<file path="src/rtl/riscv_pkg.sv">
// Shared definitions for the fetch front end.
//   NOP_INSTR        : word presented on instr when nothing has been fetched yet
//   RESET_PC_DEFAULT : default fetch start address after reset
//   fetch_state_t    : fetch controller states
package riscv_pkg;

    localparam logic [31:0] NOP_INSTR        = 32'h0000_0013;
    localparam logic [31:0] RESET_PC_DEFAULT = 32'h0000_0000;

    typedef enum logic [1:0] {
        IDLE  = 2'd0,
        FETCH = 2'd1,
        DRAIN = 2'd2
    } fetch_state_t;

endpackage

</file>
<file path="src/rtl/fetch_fifo.sv">
// Small synchronous FIFO used both for fetched {instr, pc} words and for the
// queue of PCs belonging to requests still in flight at the memory.
// Ports:
//   clk, rst        : clock, synchronous active-high reset
//   push, wdata     : write an entry (ignored when full unless popping too)
//   pop             : drop the head entry (ignored when empty)
//   flush           : empty the FIFO (wins over push/pop)
//   rdata           : head entry, valid while !empty
//   full, empty     : status
//   count           : current occupancy
module fetch_fifo #(
    parameter int DEPTH = 2,
    parameter int WIDTH = 64
) (
    input  logic                       clk,
    input  logic                       rst,
    input  logic                       push,
    input  logic                       pop,
    input  logic                       flush,
    input  logic [WIDTH-1:0]           wdata,
    output logic [WIDTH-1:0]           rdata,
    output logic                       full,
    output logic                       empty,
    output logic [$clog2(DEPTH+1)-1:0] count
);

    localparam int PW = $clog2(DEPTH);
    localparam int CW = $clog2(DEPTH + 1);

    logic [WIDTH-1:0] mem_reg [DEPTH];
    logic [PW-1:0]    rd_ptr_reg;
    logic [PW-1:0]    wr_ptr_reg;
    logic [CW-1:0]    count_reg;
    logic             do_push;
    logic             do_pop;

    assign full  = (count_reg == CW'(DEPTH));
    assign empty = (count_reg == '0);
    assign count = count_reg;
    assign rdata = mem_reg[rd_ptr_reg];

    // A push into a full FIFO is allowed when the head leaves in the same cycle.
    assign do_push = push && (!full || pop);
    assign do_pop  = pop && !empty;

    // Storage carries no reset; only pointers and the count do.
    always_ff @(posedge clk) begin
        if (do_push) begin
            mem_reg[wr_ptr_reg] <= wdata;
        end
    end

    always_ff @(posedge clk) begin
        if (rst || flush) begin
            rd_ptr_reg <= '0;
            wr_ptr_reg <= '0;
            count_reg  <= '0;
        end else begin
            if (do_push) begin
                wr_ptr_reg <= wr_ptr_reg + PW'(1);
            end
            if (do_pop) begin
                rd_ptr_reg <= rd_ptr_reg + PW'(1);
            end
            case ({do_push, do_pop})
                2'b10:   count_reg <= count_reg + CW'(1);
                2'b01:   count_reg <= count_reg - CW'(1);
                default: count_reg <= count_reg;
            endcase
        end
    end

endmodule

</file>
<file path="src/rtl/instr_fetch.sv">
// Instruction fetch unit. Holds the PC, issues word requests to instruction
// memory under a credit limit, buffers in-order responses with their PCs and
// hands {instr, instr_pc} to the decoder over a valid/ready handshake.
// A redirect flushes buffered words, restarts at redirect_pc and discards the
// responses of requests that were already in flight.
// Ports:
//   clk, rst                        : clock, synchronous active-high reset
//   imem_req_valid/ready/addr       : request channel to instruction memory
//   imem_rsp_valid/data             : in-order response channel
//   instr_valid/ready, instr, instr_pc : decoder channel
//   redirect, redirect_pc           : taken branch/jump restart
module instr_fetch
    import riscv_pkg::*;
#(
    parameter int                    DATA_WIDTH = 32,
    parameter int                    ADDR_WIDTH = 32,
    parameter logic [ADDR_WIDTH-1:0] RESET_PC   = ADDR_WIDTH'(RESET_PC_DEFAULT),
    parameter int                    FIFO_DEPTH = 2
) (
    input  logic                  clk,
    input  logic                  rst,
    output logic                  imem_req_valid,
    input  logic                  imem_req_ready,
    output logic [ADDR_WIDTH-1:0] imem_req_addr,
    input  logic                  imem_rsp_valid,
    input  logic [DATA_WIDTH-1:0] imem_rsp_data,
    output logic                  instr_valid,
    input  logic                  instr_ready,
    output logic [DATA_WIDTH-1:0] instr,
    output logic [ADDR_WIDTH-1:0] instr_pc,
    input  logic                  redirect,
    input  logic [ADDR_WIDTH-1:0] redirect_pc
);

    localparam int              CW      = $clog2(FIFO_DEPTH + 1);
    localparam int              CW1     = CW + 1;
    localparam int              EW      = DATA_WIDTH + ADDR_WIDTH;
    localparam logic [CW:0]     DEPTH_C = CW1'(FIFO_DEPTH);

    fetch_state_t          state_reg;
    logic [ADDR_WIDTH-1:0] pc_reg;
    logic [CW-1:0]         drop_reg;
    logic [CW-1:0]         drop_next;
    logic [DATA_WIDTH-1:0] last_instr_reg;
    logic [ADDR_WIDTH-1:0] last_pc_reg;

    logic [CW-1:0]         occupancy;
    logic [CW-1:0]         inflight;
    logic [CW:0]           credit_used;
    logic                  fifo_full;
    logic                  fifo_empty;
    logic                  pcq_full;
    logic                  pcq_empty;
    logic [EW-1:0]         head_entry;
    logic [ADDR_WIDTH-1:0] pcq_head;
    logic                  req_fire;
    logic                  pop_instr;
    logic                  push_rsp;
    logic                  unused_ok;

    // Buffered words plus outstanding requests never exceed the FIFO size,
    // so a response always has a free slot waiting for it.
    assign credit_used    = {1'b0, occupancy} + {1'b0, inflight};
    assign imem_req_valid = (state_reg != IDLE) && !redirect && (credit_used < DEPTH_C);
    assign imem_req_addr  = pc_reg;
    assign req_fire       = imem_req_valid && imem_req_ready;

    assign instr_valid = !fifo_empty;
    assign pop_instr   = instr_valid && instr_ready;
    assign instr       = fifo_empty ? last_instr_reg : head_entry[EW-1:ADDR_WIDTH];
    assign instr_pc    = fifo_empty ? last_pc_reg    : head_entry[ADDR_WIDTH-1:0];

    // A response in a redirect cycle belongs to the old path, as do all
    // responses while drop is non-zero.
    assign push_rsp = imem_rsp_valid && !redirect && (drop_reg == '0);

    always_comb begin
        drop_next = drop_reg;
        if (redirect) begin
            drop_next = inflight - CW'(imem_rsp_valid);
        end else if (imem_rsp_valid && (drop_reg != '0)) begin
            drop_next = drop_reg - CW'(1);
        end
    end

    fetch_fifo #(
        .DEPTH (FIFO_DEPTH),
        .WIDTH (EW)
    ) u_data_fifo (
        .clk   (clk),
        .rst   (rst),
        .push  (push_rsp),
        .pop   (pop_instr),
        .flush (redirect),
        .wdata ({imem_rsp_data, pcq_head}),
        .rdata (head_entry),
        .full  (fifo_full),
        .empty (fifo_empty),
        .count (occupancy)
    );

    // One entry per accepted request; its count is the in-flight counter.
    // Never flushed: stale entries retire with their (dropped) responses.
    fetch_fifo #(
        .DEPTH (FIFO_DEPTH),
        .WIDTH (ADDR_WIDTH)
    ) u_pc_queue (
        .clk   (clk),
        .rst   (rst),
        .push  (req_fire),
        .pop   (imem_rsp_valid),
        .flush (1'b0),
        .wdata (pc_reg),
        .rdata (pcq_head),
        .full  (pcq_full),
        .empty (pcq_empty),
        .count (inflight)
    );

    always_ff @(posedge clk) begin
        if (rst) begin
            state_reg      <= IDLE;
            pc_reg         <= RESET_PC;
            drop_reg       <= '0;
            last_instr_reg <= DATA_WIDTH'(NOP_INSTR);
            last_pc_reg    <= RESET_PC;
        end else begin
            drop_reg <= drop_next;
            // Track the presented head so instr holds once the FIFO empties.
            if (!fifo_empty) begin
                last_instr_reg <= head_entry[EW-1:ADDR_WIDTH];
                last_pc_reg    <= head_entry[ADDR_WIDTH-1:0];
            end
            if (redirect) begin
                pc_reg    <= {redirect_pc[ADDR_WIDTH-1:2], 2'b00};
                state_reg <= (drop_next != '0) ? DRAIN : FETCH;
            end else begin
                if (req_fire) begin
                    pc_reg <= pc_reg + ADDR_WIDTH'(4);
                end
                case (state_reg)
                    IDLE:    state_reg <= FETCH;
                    DRAIN:   state_reg <= (drop_next == '0) ? FETCH : DRAIN;
                    default: state_reg <= state_reg;
                endcase
            end
        end
    end

    assign unused_ok = &{1'b0, fifo_full, pcq_full, pcq_empty, redirect_pc[1:0]};

endmodule

</file>
<file path="config.mk">
export PLATFORM = sky130hd
export DESIGN_NAME = instr_fetch
export DESIGN_NICKNAME = d
export VERILOG_FILES = /design/src/rtl/riscv_pkg.sv /design/src/rtl/fetch_fifo.sv /design/src/rtl/instr_fetch.sv
export SDC_FILE = /design/constraint.sdc
export NUM_CORES = 1
export LEC_CHECK = 0
export BUFFER_PORTS_ARGS = -buffer_cell sky130_fd_sc_hd__buf_4
export CORE_ASPECT_RATIO = 1.25
export CORE_MARGIN = 2
export CORE_UTILIZATION = 39
export DETAILED_ROUTE_END_ITERATION = 12
export HOLD_SLACK_MARGIN = 0.08
export PLACE_DENSITY_LB_ADDON = 0.1
export SYNTH_ARGS = -nofsm -noshare
export SYNTH_HDL_FRONTEND = slang
export SYNTH_SLANG_ARGS = --single-unit
</file>
<file path="constraint.sdc">
create_clock -name clk -period 5.1 [get_ports clk]
set_input_delay 1.275 -clock clk [delete_from_list [all_inputs] [get_ports clk]]
set_output_delay 1.275 -clock clk [all_outputs]
set_load 0.01 [all_outputs]
</file>
==> results of run 1 <==
critical path, stage by stage, from the launching register on:
cell	delay, ns
dfxtp_4	0.79
buf_4	0.54
mux2i_1	0.14
o21ai_0	0.23
buf_4	0.17
logic make-up after synthesis:
group,count (synthesis),share of synthesized area
mux,96,0.0872
buf+inv,63,0.0251
compound gates,137,0.0678
simple gates,280,0.130
fa+ha+maj,6,0.00716
flops,292,0.667
xor+xnor,21,0.0160
other cells,1,0.000325
stage by stage:
step	hold WS, ns	worst slack, ns
after floorplan	0.448	0.166
after global placement	0.457	1.21
after detailed placement	0.465	1.19
after CTS	0.475	1.24
after global routing	0.498	1.11
final	0.474	1.36
power groups by stage:
stage          Sequential [mW]  Clock, mW  Combinational [mW]
2_1_floorplan             2.78          0               0.364
3_3_place_gp              2.82          0               0.549
3_5_place_dp              2.83          0               0.555
4_1_cts                   2.77       2.25               0.559
5_1_grt                   2.79       2.34               0.611
6_report                  2.77       2.18               0.549
area by class of cell:
cell class / instances / area (um2) / share of cell area
Clock buffer: 39 / 806 / 0.0570
Multi-Input combinational cell: 542 / 3580 / 0.253
Inverter: 10 / 37.5 / 0.00266
Clock inverter: 16 / 180 / 0.0128
Tap cell: 396 / 495 / 0.0351
Timing Repair Buffer: 175 / 1340 / 0.0948
Sequential cell: 292 / 7690 / 0.545
layer usage:
metal | GRT usage | routed length (um) | vias up
li1 | - | - | 3564
met1 | 0.208 | 11000 | 3471
met2 | 0.275 | 12300 | 208
met3 | 0.0269 | 1450 | 33
met4 | 0.0461 | 449 | 0
met5 | 0 | 0 | -
cells in the final DEF (no fill, tap or decap), types with 29 or more instances in the layout:
cell type  Yosys  layout
buf_4          3     173
clkbuf_16      0      31
dfxtp_1      108     106
edfxtp_1     184     184
mux2_2        31      31
mux2i_1       64      64
nand2_1       92      92
nor2_1        33      29
nor2b_1       63      63
o21ai_0       73      73
worst min-delay path by stage:
stage	depth (start not counted)	slack, ns	to	from
CTS	2	0.47	state_reg[1]	state_reg[0]
global route	2	0.50	state_reg[1]	state_reg[0]
detailed placement	2	0.47	state_reg[1]	state_reg[0]
global placement	2	0.46	state_reg[1]	state_reg[0]
finish	2	0.47	state_reg[1]	state_reg[0]
floorplan	2	0.45	state_reg[1]	state_reg[0]
==> flow_summary.yaml, run 1 <==
clock_network:
  clock_latency_ns: 0.55
  tritoncts: "built"
  clockBufferDepth: 3
  post_cts_buffers: 0
  cts_hold_buffers: 0
  clk_pin_slew_ns: 0.06
  cts_root_buf: "clkbuf_16"
  h-tree-depth: 1
  cts_buffers: 30
  cts-resized-gates: 0
  clock_sinks: 292
global_route:
  antenna_found_initial: 0
  grt_pass1_vias: 7122
  grt_pass1_wl_mm: 38.9
  overflow: 0
  grt_use_total: 0.160
  grt_max_degree: 63
layout:
  finalNetCount: 1127
  synthToLayoutAreaGrowth_pct: 22.5
  fin_util: 0.484
  drive_above_1_share: 0.251
  largest_reg_flops: 124
  layout.cells.non_filler: 1470
  antenna_cells: 0
  fillers: 2679
  stdcell_area_mm2: 0.0141
routing:
  totalWireLength_mm: 25.2
  dr_total_vias: 7276
  drc: 0
  detail_route.iter0.violations: 354
  avgViaCountPerCell: 4.95
  ant_nets: 0
  first_pass_iters: 5
  avgRoutedWirePerCell_um: 17.1
sta:
  hold_viol_final: 0
  slew_headroom: 0.386
  skew_ns: 0.0212
  period_share: 0.734
  layout_min_cycle_time_ns: 3.74
  worstMarginPinSlew_ns: 0.922
  fin_tns_setup_ns: 0
  rsz0062_at_grt: "no"
  fmax_ghz: 0.267
  finalSetupViolations: 0
  final_max_slew_viol_count: 0
power:
  p_clk_frac: 0.396
  ir_worst_vdd_mv: 0.244
  p_seq_frac: 0.504
  power_leakage_nw: 4.99
  p_comb_frac: 0.100
  p_sw_mw: 1.26
  power_mw: 5.50
  p_sw_frac: 0.229
  p_int_mw: 4.24
  power_density_mw_per_mm2: 389
floorplanning:
  die_w_um: 158
  dieArea_mm2: 0.0310
  die_y_um: 196
  start_util: 0.395
  row_count: 70
  core-area_mm2: 0.0292
  io_pins: 168
place:
  dp.cells: 1415
  io_buffers: 163
  gp_congestion: 0.806
  hpwlAfterDp_mm: 15.8
  place_area_mm2: 0.0131
synth:
  synth-seq-area-share: 0.667
  synth.area.top_cells: "edfxtp_1, dfxtp_1, mux2i_1"
  syn_avg_cell_area_um2: 12.9
  synth_commonest_cells: "edfxtp_1, dfxtp_1, nand2_1"
  synth_most_common_cell: "edfxtp_1"
  synth_edf_count: 184
  syn_area_mm2: 0.0115
  synth_largest_area_cell: "edfxtp_1"
  synthFlopType: "edfxtp_1"
  synth-seq-cells: 292
  synth_top_area_frac: 0.479
  async_reset_ff_frac: 0
  synth_cell_types: 59
  ys.warnings.count: 0
  synth_cells: 896
setup_path:
  crit-reg2reg-capture: "u_pc_queue.count[1]"
  cp_max_fo: 38
  cp-end-kind: "primary output"
  worst-r2r-cell-count: 8
  arrival_ns: 2.47
  startpoint_type: "register"
  crit_path_end: "instr[19]"
  r2r_start: "u_data_fifo.count[0]"
  cp.required_ns: 3.83
  r2r_setup_slack_ns: 1.62
  path_class: "register to primary output"
worst_hold_path:
  hp-class: "register to register"
job:
  cap_violations: 0
run_status:
  outcome: "complete, no violations"
Power figures use the tool's default switching activity.
==> run 2: changes to the inputs <==
Settings changed: ABC_AREA set to 1.
Clock period 5.1 ns to 3.53 ns, I/O delays scaled along.
==> flow_summary.yaml, run 2 <==
floorplanning:
  io_pins: 168
  row_count: 71
  dieArea_mm2: 0.0315
  core-area_mm2: 0.0298
  die_y_um: 198
  start_util: 0.393
  die_w_um: 159
clock_network:
  tritoncts: "built"
  cts_buffers: 29
  clk_pin_slew_ns: 0.06
  post_cts_buffers: 0
  clock_sinks: 292
  clock_latency_ns: 0.55
  cts-resized-gates: 0
  clockBufferDepth: 3
  cts_hold_buffers: 0
  cts_root_buf: "clkbuf_16"
  h-tree-depth: 1
layout:
  drive_above_1_share: 0.249
  largest_reg_flops: 124
  finalNetCount: 1310
  layout_common_cells: "nand2_1, edfxtp_1, buf_4, a21oi_1, nor2_1"
  antenna_cells: 0
  synthToLayoutAreaGrowth_pct: 22.5
sta:
  rsz0062_at_grt: "no"
  hold_viol_final: 0
  worstMarginPinSlew_ns: 0.668
  fmax_ghz: 0.316
  layout_min_cycle_time_ns: 3.17
  timing.final.ws_setup_ns: 0.363
  fin_tns_setup_ns: 0
  slew_headroom: 0.555
  final_max_slew_viol_count: 0
  skew_ns: 0.0136
  finalSetupViolations: 0
  period_share: 0.897
place:
  pre_cts_ws_ns: 0.786
  gp_congestion: 0.820
  io_buffers: 163
  hpwlAfterDp_mm: 16.7
synth:
  syn_area_mm2: 0.0117
  synth_cells: 1073
  synth_top_family_by_area: "simple AND/OR/NAND/NOR gates"
  synthFlopType: "edfxtp_1"
  synth_cell_types: 42
  synth_largest_area_cell: "edfxtp_1"
  syn_avg_cell_area_um2: 10.9
  synth_edf_count: 184
  synthSimpleGateAreaFrac: 0.161
  ys.warnings.count: 0
  yosys.area_share.adder: 0.00704
  synth-seq-cells: 292
  synth_compound_area_frac: 0.0988
  synth_commonest_cells: "edfxtp_1, nand2_1, a21oi_1"
  synth-seq-area-share: 0.656
  synthXorXnorAreaFrac: 0.00971
  synth_top_area_frac: 0.471
  synth.area.top_cells: "edfxtp_1, dfxtp_1, nand2_1"
  synth_mux_area_frac: 0.0288
  async_reset_ff_frac: 0
setup_path:
  critical_path.most_common_cell: "buf_4"
  cpMaxStageDelayCell: "dfxtp_2"
  cp.required_ns: 2.65
  path_class: "register to primary output"
  startpoint_type: "register"
  cp_max_fo: 25
  cp-end-kind: "primary output"
  crit_chain: "inv_2, buf_4, nand2_1, a21oi_1, buf_4"
  cpPeakStageDelay_ns: 0.51
  critical-path-top-delay-family: "buffers and inverters"
  crit_buf_inv: 3
  arrival_ns: 2.28
routing:
  avgViaCountPerCell: 4.77
  avgRoutedWirePerCell_um: 15.9
  ant_nets: 0
  detail_route.iter0.violations: 377
  drc: 0
  totalWireLength_mm: 26.4
  dr_total_vias: 7909
  first_pass_iters: 4
global_route:
  grt_use_total: 0.166
  grt_pass1_vias: 7755
  grt_max_degree: 63
  grt_pass1_wl_mm: 41.3
  overflow: 0
  antenna_found_initial: 0
power:
  ir_worst_vdd_mv: 0.329
  power_leakage_nw: 5.65
  power_density_mw_per_mm2: 545
job:
  cap_violations: 0
run_status:
  outcome: "complete, no violations"
worst_hold_path:
  hp-class: "register to register"
[run 2: path summary, 6_finish.rpt]
path,startpoint,endpoint,slack (ns),cells past startpoint
setup / recovery,register,instr_pc[21],0.36,5
hold / removal,last_pc_reg[1],last_pc_reg[1],0.45,2
setup reg to reg,u_data_fifo.count[0],u_pc_queue.mem_reg[0][28],0.99,9
hold reg to reg,last_pc_reg[1],last_pc_reg[1],0.45,2
[run 2: area by class of cell]
type                    instances  area [um2]
repair buffers                178        1390
flip-flops and latches        292        7690
clock inverters                21         189
well taps                     401         502
clock buffers                  33         761
fillers                      2816       15500
inverters                      59         221
multi-input cells             674        3610
[run 2: metrics by stage]
step	power, mW	area [um2]	hold WS (ns)	cells	util
2_1_floorplan	4.48	11700	0.425	1074	-
3_3_place_gp	4.85	13400	0.433	1604	0.449
3_5_place_dp	4.87	13400	0.435	1604	0.449
4_1_cts	7.94	14400	0.448	1658	0.481
5_1_grt	8.17	14400	0.459	1658	0.481
6_report	7.83	14400	0.447	1658	0.481
[run 2: worst register-to-register path: cells and delay by family (launching register included)]
kind / cells / cell delay (ns)
buffers and inverters: 3 / 0.54
adder cells (fa/ha/maj): 1 / 0.43
AO/OA/AOI/OAI: 1 / 0.29
AND/OR/NAND/NOR: 4 / 0.50
flip-flops: 1 / 0.43
[run 2: per-layer routing]
layer / wire, um / vias up / global-route usage
met5: 0 / - / 0
met4: 471 / 0 / 0.0441
met3: 1130 / 32 / 0.0228
met2: 13300 / 185 / 0.302
met1: 11500 / 3711 / 0.208
li1: - / 3981 / -
[run 2: cells by family (layout without fill, tap and decap cells)]
| logic type | Yosys count | after routing |
|---|---|---|
| DFF | 292 | 292 |
| AOI/OAI and AO/OA | 203 | 203 |
| muxes | 30 | 30 |
| xor gates and xnor gates | 13 | 13 |
| and+or+nand+nor | 420 | 420 |
| other | 1 | 2 |
| buffers and inverters | 108 | 291 |
| adders and majority gates | 6 | 6 |
[run 2: power breakdown]
group	leakage (nW)	switching, mW	internal (mW)
Combinational	2.62	0.488	0.379
Clock	0.463	1.28	1.77
Sequential	2.57	0.0903	3.82
Total	5.65	1.86	5.97
==> run 3: changes to the inputs <==
Clock period 3.53 ns to 2.8 ns, I/O delays scaled along.
==> flow_summary.yaml, run 3 (same netlist as run 2, synthesis figures left out) <==
run_status:
  outcome: "complete, no violations"
place:
  io_buffers: 163
  gp_congestion: 0.810
  hpwlAfterDp_mm: 17.3
floorplanning:
  die_y_um: 198
  core-area_mm2: 0.0298
  die_w_um: 159
  dieArea_mm2: 0.0315
  row_count: 71
  io_pins: 168
  start_util: 0.393
worst_hold_path:
  hp-class: "input port to register"
  min-delay-start: "imem_rsp_data[21]"
setup_path:
  crit_buf_inv: 1
  critical-path-top-delay-family: "adder cells"
  r2r_start: "u_pc_queue.count[1]"
  cp.required_ns: 2.10
  crit_chain: "fa_1, nor4_1, buf_4"
  cp_max_fo: 7
  cp-end-kind: "primary output"
  path_class: "register to primary output"
  arrival_ns: 1.96
  startpoint_type: "register"
  cpPeakStageDelay_ns: 0.48
  cpMaxStageDelayCell: "fa_1"
  crit_start: "u_pc_queue.count[1]"
layout:
  multiInputGateArea_mm2: 0.00363
  largest_reg_flops: 124
  finalNetCount: 1323
  antenna_cells: 0
  drive_above_1_share: 0.262
  seq_area_mm2: 0.00769
  synthToLayoutAreaGrowth_pct: 24.5
  fillers: 2795
  layout_common_cells: "nand2_1, edfxtp_1, buf_4, a21oi_1, nor2_1"
sta:
  skew_ns: 0.0105
  finalSetupViolations: 0
  whs_ns: 0.337
  final_max_slew_viol_count: 0
  fin_tns_setup_ns: 0
  fmax_ghz: 0.376
  period_share: 0.951
  layout_min_cycle_time_ns: 2.66
  slew_headroom: 0.643
  worstMarginPinSlew_ns: 0.536
  hold_viol_final: 0
routing:
  first_pass_iters: 6
  totalWireLength_mm: 26.9
  drc: 0
  ant_nets: 0
  detail_route.iter0.violations: 431
  avgRoutedWirePerCell_um: 16.1
  avgViaCountPerCell: 4.76
  dr_total_vias: 7957
global_route:
  overflow: 0
  grt_pass1_vias: 7866
  antenna_found_initial: 0
  grt_max_degree: 64
  grt_use_total: 0.168
  grt_pass1_wl_mm: 41.8
clock_network:
  clk_pin_slew_ns: 0.06
  clock_latency_ns: 0.55
  clock_sinks: 292
  tritoncts: "built"
  cts_hold_buffers: 0
  cts_buffers: 30
  clockBufferDepth: 3
  h-tree-depth: 1
  cts_root_buf: "clkbuf_16"
job:
  cap_violations: 0
power:
  ir_worst_vdd_mv: 0.343
  power_leakage_nw: 5.75
  power_density_mw_per_mm2: 681
[run 3: per-layer routing]
layer	global-route usage	share of wire	wire, um	vias up
li1	-	-	-	3996
met1	0.202	0.42	11400	3752
met2	0.313	0.51	13800	180
met3	0.0264	0.047	1260	29
met4	0.0407	0.015	395	0
met5	0	0	0	-
[run 3: path summary, 6_finish.rpt]
path,cells after the start,slack (ns),to
worst min register to register,1,0.44,register
worst max-delay path,3,0.14,imem_req_valid
worst min-delay path,1,0.34,u_data_fifo.mem_reg[1][53]
worst max register to register,11,0.33,u_pc_queue.count[1]
[run 3: power by group]
part / leakage, nW / internal [mW] / switching [mW]
combinational: 2.71 / 0.505 / 0.630
sequential: 2.57 / 4.82 / 0.113
clock: 0.471 / 2.26 / 1.61
total: 5.75 / 7.59 / 2.36
[run 3: area by class of cell]
class,instances,share of cell area
inverter,59,0.0155
sequential,292,0.527
tap,401,0.0344
clock inverter,17,0.0100
clock buffer,39,0.0566
multi-input combinational,674,0.249
timing repair buffer,190,0.108
[run 3: timing repair]
action                                  4_1_cts  5_1_grt
gates cloned                                  0        1
endpoints found under the setup margin       32       23
buffers inserted                              0        2
gates resized for setup                       7        6
pin swaps                                     0        1
[run 3: worst reg2reg max path, cell delays in order (launching register included)]
cell	delay (ns)
dfxtp_1	0.46
fa_1	0.48
nor2_1	0.14
nand3_2	0.19
a31oi_1	0.28
inv_1	0.11
ha_1	0.28
inv_1	0.08
nand2_1	0.06
nor2_1	0.11
o21ai_0	0.09
a21oi_1	0.12
[run 3: stage by stage]
stage / instances / power (mW) / cell area (um2) / worst slack (ns) / utilization
floorplan: 1074 / 5.64 / 11700 / -0.461 / -
global placement: 1613 / 6.14 / 13500 / 0.314 / 0.454
detailed placement: 1613 / 6.16 / 13500 / 0.274 / 0.454
CTS: 1669 / 10.1 / 14500 / 0.00335 / 0.487
global route: 1672 / 10.4 / 14600 / -0.00112 / 0.489
finish: 1672 / 9.94 / 14600 / 0.137 / 0.489
